File: src/rtl/regfile_sb.sv
// Register file (2 combinational reads, 1 synchronous write, x0 = 0) with a
// per-register pending-write scoreboard. Optional macro REGFILE_SB_BYPASS_EN adds write-through forwarding.
module regfile_sb #(
  parameter int XLEN  = 32,
  parameter int NREGS = 32,
  parameter int PENDW = 2,
  localparam int AW   = $clog2(NREGS)
) (
  input  logic            clk,
  input  logic            reset_n,
  input  logic [AW-1:0]   ra1,
  input  logic [AW-1:0]   ra2,
  output logic [XLEN-1:0] rd1,
  output logic [XLEN-1:0] rd2,
  output logic            busy1,
  output logic            busy2,
  input  logic            we3,
  input  logic [AW-1:0]   wa3,
  input  logic [XLEN-1:0] wd3,
  input  logic            wb_rel,
  input  logic            iss_valid,
  input  logic [AW-1:0]   iss_rd,
  output logic            iss_stall
);

  localparam logic [PENDW-1:0] MAXP = {PENDW{1'b1}};
  localparam logic [PENDW-1:0] ONE  = PENDW'(1);

  logic [XLEN-1:0]  rf_q   [NREGS];
  logic [XLEN-1:0]  rf_d   [NREGS];
  logic [PENDW-1:0] pend_q [NREGS];
  logic [PENDW-1:0] pend_d [NREGS];

  logic             inc_v  [NREGS];
  logic             dec_v  [NREGS];
  logic             rel_iss;
  logic             stall_c;

  // A release only counts against a register that actually has a pending entry.
  assign rel_iss = we3 && wb_rel && (wa3 == iss_rd) && (pend_q[iss_rd] != '0);
  assign stall_c = iss_valid && (iss_rd != '0) && (pend_q[iss_rd] == MAXP) && !rel_iss;
  assign iss_stall = stall_c;

  always_comb begin
    rf_d   = rf_q;
    pend_d = pend_q;
    for (int r = 0; r < NREGS; r++) begin
      inc_v[r] = 1'b0;
      dec_v[r] = 1'b0;
    end
    if (we3 && (wa3 != '0)) begin
      rf_d[wa3] = wd3;
    end
    for (int r = 1; r < NREGS; r++) begin
      inc_v[r] = iss_valid && !stall_c && (iss_rd == AW'(r));
      dec_v[r] = we3 && wb_rel && (wa3 == AW'(r)) && (pend_q[r] != '0);
      if (inc_v[r] && !dec_v[r]) begin
        pend_d[r] = pend_q[r] + ONE;
      end else if (dec_v[r] && !inc_v[r]) begin
        pend_d[r] = pend_q[r] - ONE;
      end
    end
  end

  always_ff @(posedge clk or negedge reset_n) begin
    if (!reset_n) begin
      rf_q   <= '{default: '0};
      pend_q <= '{default: '0};
    end else begin
      rf_q   <= rf_d;
      pend_q <= pend_d;
    end
  end

`ifdef REGFILE_SB_BYPASS_EN
  logic fwd1, fwd2;
  assign fwd1 = we3 && (wa3 != '0) && (wa3 == ra1);
  assign fwd2 = we3 && (wa3 != '0) && (wa3 == ra2);

  always_comb begin
    rd1 = (ra1 == '0) ? '0 : (fwd1 ? wd3 : rf_q[ra1]);
    rd2 = (ra2 == '0) ? '0 : (fwd2 ? wd3 : rf_q[ra2]);
    // The last outstanding result arriving now clears the hazard this cycle.
    busy1 = (ra1 != '0) && (pend_q[ra1] != '0) && !(fwd1 && wb_rel && (pend_q[ra1] == ONE));
    busy2 = (ra2 != '0) && (pend_q[ra2] != '0) && !(fwd2 && wb_rel && (pend_q[ra2] == ONE));
  end
`else
  always_comb begin
    rd1   = (ra1 == '0) ? '0 : rf_q[ra1];
    rd2   = (ra2 == '0) ? '0 : rf_q[ra2];
    busy1 = (ra1 != '0) && (pend_q[ra1] != '0);
    busy2 = (ra2 != '0) && (pend_q[ra2] != '0);
  end
`endif

endmodule

File: config.mk
export PLATFORM = sky130hd
export DESIGN_NAME = regfile_sb
export DESIGN_NICKNAME = d
export VERILOG_FILES = /design/src/rtl/regfile_sb.sv
export SDC_FILE = /design/constraint.sdc
export NUM_CORES = 2
export LEC_CHECK = 0
export CORE_ASPECT_RATIO = 0.75
export CORE_MARGIN = 8
export CORE_UTILIZATION = 63
export CTS_CLUSTER_SIZE = 30
export DETAILED_ROUTE_END_ITERATION = 7
export GPL_TIMING_DRIVEN = 0
export PLACE_DENSITY_LB_ADDON = 0.3
export SLEW_MARGIN = 25
export SYNTH_ARGS = -nofsm -noshare
export SYNTH_HDL_FRONTEND = slang
export SYNTH_SLANG_ARGS = --single-unit
export TNS_END_PERCENT = 30
File: constraint.sdc
create_clock -name clk -period 2.8 [get_ports clk]
set_clock_uncertainty 0.2 [all_clocks]
set_input_delay 0.28 -clock clk [delete_from_list [all_inputs] [get_ports clk]]
set_output_delay 0.28 -clock clk [all_outputs]
set_load 0.03 [all_outputs]
==> flow_summary.yaml <==
outcome:
  outcome: "complete, but fails checks"
  failed_checks: "design-rule violations, negative setup slack"
finish:
  fin_nets: 4054
  fin_util: 0.727
  synthToLayoutAreaGrowth_pct: 14.8
  drive_gt1_frac: 0.572
  postLayoutCellArea_um2: 67700
global_routing:
  grt_first_pass_wirelength_mm: 300
  antenna_found_initial: 4
  grt_usage: 0.409
  grt-ovfl-total: 0
  grt_max_degree: 134
  grt_pass1_vias: 41000
placed_design:
  hpwl_mm: 140
  gp_congestion: 0.993
  post_dp_cell_area_um2: 62100
  io_buffers: 108
  post-place-ws_ns: -1.90
synthesis:
  async_reset_ff_frac: 1.00
  synth_seq_area_share: 0.461
  syn_nets: 3777
  synth_edf_count: 0
  synth.largest_area_cell: "dfrtp_1"
  synth.top_cell.area_share: 0.461
  netlist_area_um2: 59000
  synth_cell_types: 57
  synthFlopType: "dfrtp_1"
  avgSynthCellArea_um2: 16.0
  ys_warn_count: 0
  netlist_instances: 3689
  synth_area_leaders: "dfrtp_1, mux4_2, mux2_2"
  synth_seq_cells: 1086
power:
  powerDensity_nw_per_um2: 750
  p_leak_nw: 29.0
  irDropWorstVdd_mv: 0.539
  p_total_mw: 50.8
routing:
  wl_per_cell_um: 40.1
  drtIter0Drc: 6010
  vias: 40900
  ant_nets: 0
  dr.pass1.iters: 8
  viasPerCell: 7.71
  wl_met3_mm: 34.5
  dr.max_layer_used: "met5"
  drt-met1-wl_mm: 74.1
  drc: 4
  met2_length_mm: 87.4
  drt_wl_total_mm: 212
clock_tree:
  clock_sinks: 1086
  cts.htree.levels: 3
  clockBufferDepth: 3
  clkTransAtPathRegs_ns: 0.06
  clk_latency_ns: 0.74
  root_buffer: "clkbuf_16"
  cts_buffers: 107
  cts_tree: "done"
critical_path:
  cp_top_family: "multiplexers"
  path_buf_inv: 3
  required_ns: 2.32
  crit_chain: "clkbuf_2 > clkbuf_2 > mux4_2 > mux4_2 > mux2i_4 > nor2_1 > buf_4"
  path_max_fanout: 10
  critPathKind: "in -> out"
  critPathMaxStageDelay_ns: 0.60
  arrival_ns: 2.72
  start_kind: "input pin"
  crit_slowest_cell: "clkbuf_2"
  cp-end-kind: "output port"
sta:
  clock.fmax_mhz: 312
  setup_violations: 236
  grt_setup_unrepaired: "true"
  maxSlewViolCount: 0
  setup_ws_ns: -0.401
  finalHoldViolations: 0
  min_period_ns: 3.20
  tightestPinTransition_ns: 1.19
  maxSlewHeadroom: 0.208
  min_period_over_period: 1.14
die:
  rows: 97
  initial_core_util: 0.634
  die_area_um2: 104000
  dieWidth_um: 369
  ios: 124
  core_area_um2: 93100
  die_h_um: 281
worst_hold_path:
  min_path_type: "in -> reg"
flow_run:
  cap_violations: 0
[area by class of cell]
type,count,area (um^2)
clock inverters,56,727
inverters,1,3.75
plain buffers,414,2640
well taps,1237,1550
diodes,4,10.0
multi-input cells,2188,30600
flip-flops and latches,1086,27200
fillers,5558,25400
repair buffers,168,1930
clock buffers,147,3090
[repair_timing]
item	CTS	global route
buffers inserted	20	11
hold buffers	9	0
gates resized for setup	669	108
pin swaps	12	11
endpoints found under the hold margin	399	0
cloned	0	4
setup endpoints to repair	110	466
[where the power goes]
group / switching, mW / internal (mW)
combinational: 5.77 / 7.33
clock: 6.73 / 9.21
sequential: 2.77 / 19.0
total: 15.3 / 35.5
[synthesized netlist by cell type (30+ instances only)]
master	count
dfrtp_1	1086
mux2_2	945
mux4_2	665
clkbuf_1	212
nor2_1	182
buf_2	137
mux2i_1	65
xor2_1	63
mux2_1	49
nand2_1	37
xnor2_1	35
ha_1	31
nor4_1	31
buf_1	30
[registers in the layout (all words and copies together) (netlist names)]
signal  flops
rf_q     1024
pend_q     62
[stage by stage]
stage          cells  TNS, ns  hold WS, ns
2_1_floorplan   3689        0       -0.216
3_3_place_gp    5034        -        0.253
3_5_place_dp    5050  -596.91     -0.00584
4_1_cts         5282   -88.37       0.0248
5_1_grt         5297   -34.47       0.0883
6_report        5301   -35.06       0.0653
[layer usage]
layer / track usage / up-vias
li1: - / 14800
met1: 0.526 / 21600
met2: 0.549 / 3539
met3: 0.211 / 896
met4: 0.251 / 6
met5: 0.00141 / -
[final timing paths]
check | start | end | slack [ns] | depth (start not counted)
max | ra1[1] | rd1[22] | -0.40 | 7
min | wd3[16] | rf_q[400] | 0.07 | 2
max reg2reg | pend_q[56] | pend_q[45] | -0.28 | 11
min reg2reg | rf_q[993] | rf_q[993] | 0.28 | 1
max in group asynchronous | reset_n | rf_q[646] | 0.32 | 10
min in group asynchronous | reset_n | rf_q[569] | 0.45 | 8
[kinds of logic after synthesis]
kind of cell / after synthesis / share of synthesized area
AO/OA/AOI/OAI: 28 / 0.00409
buffers and inverters: 415 / 0.0337
XOR/XNOR: 98 / 0.0146
adder cells (fa/ha/maj): 31 / 0.00658
flip-flops: 1086 / 0.461
AND/OR/NAND/NOR: 303 / 0.0237
multiplexers: 1728 / 0.457
[layout by cell type (no fill, tap or decap), drive strengths merged, types with 6 or more instances in the layout]
master	synthesis	final
clkinv	0	35
mux2i	65	65
mux4	669	669
bufinv	0	16
nor3	7	7
xor2	63	63
nor2	184	184
nand3b	7	7
dfrtp	1086	1086
nand2	38	38
xnor2	35	35
mux2	994	994
clkdlybuf4s15	0	6
clkdlybuf4s50	0	38
clkbuf	219	366
nor4	32	32
ha	31	31
buf	195	314
Note: power is estimated with default switching activity, not from simulation.
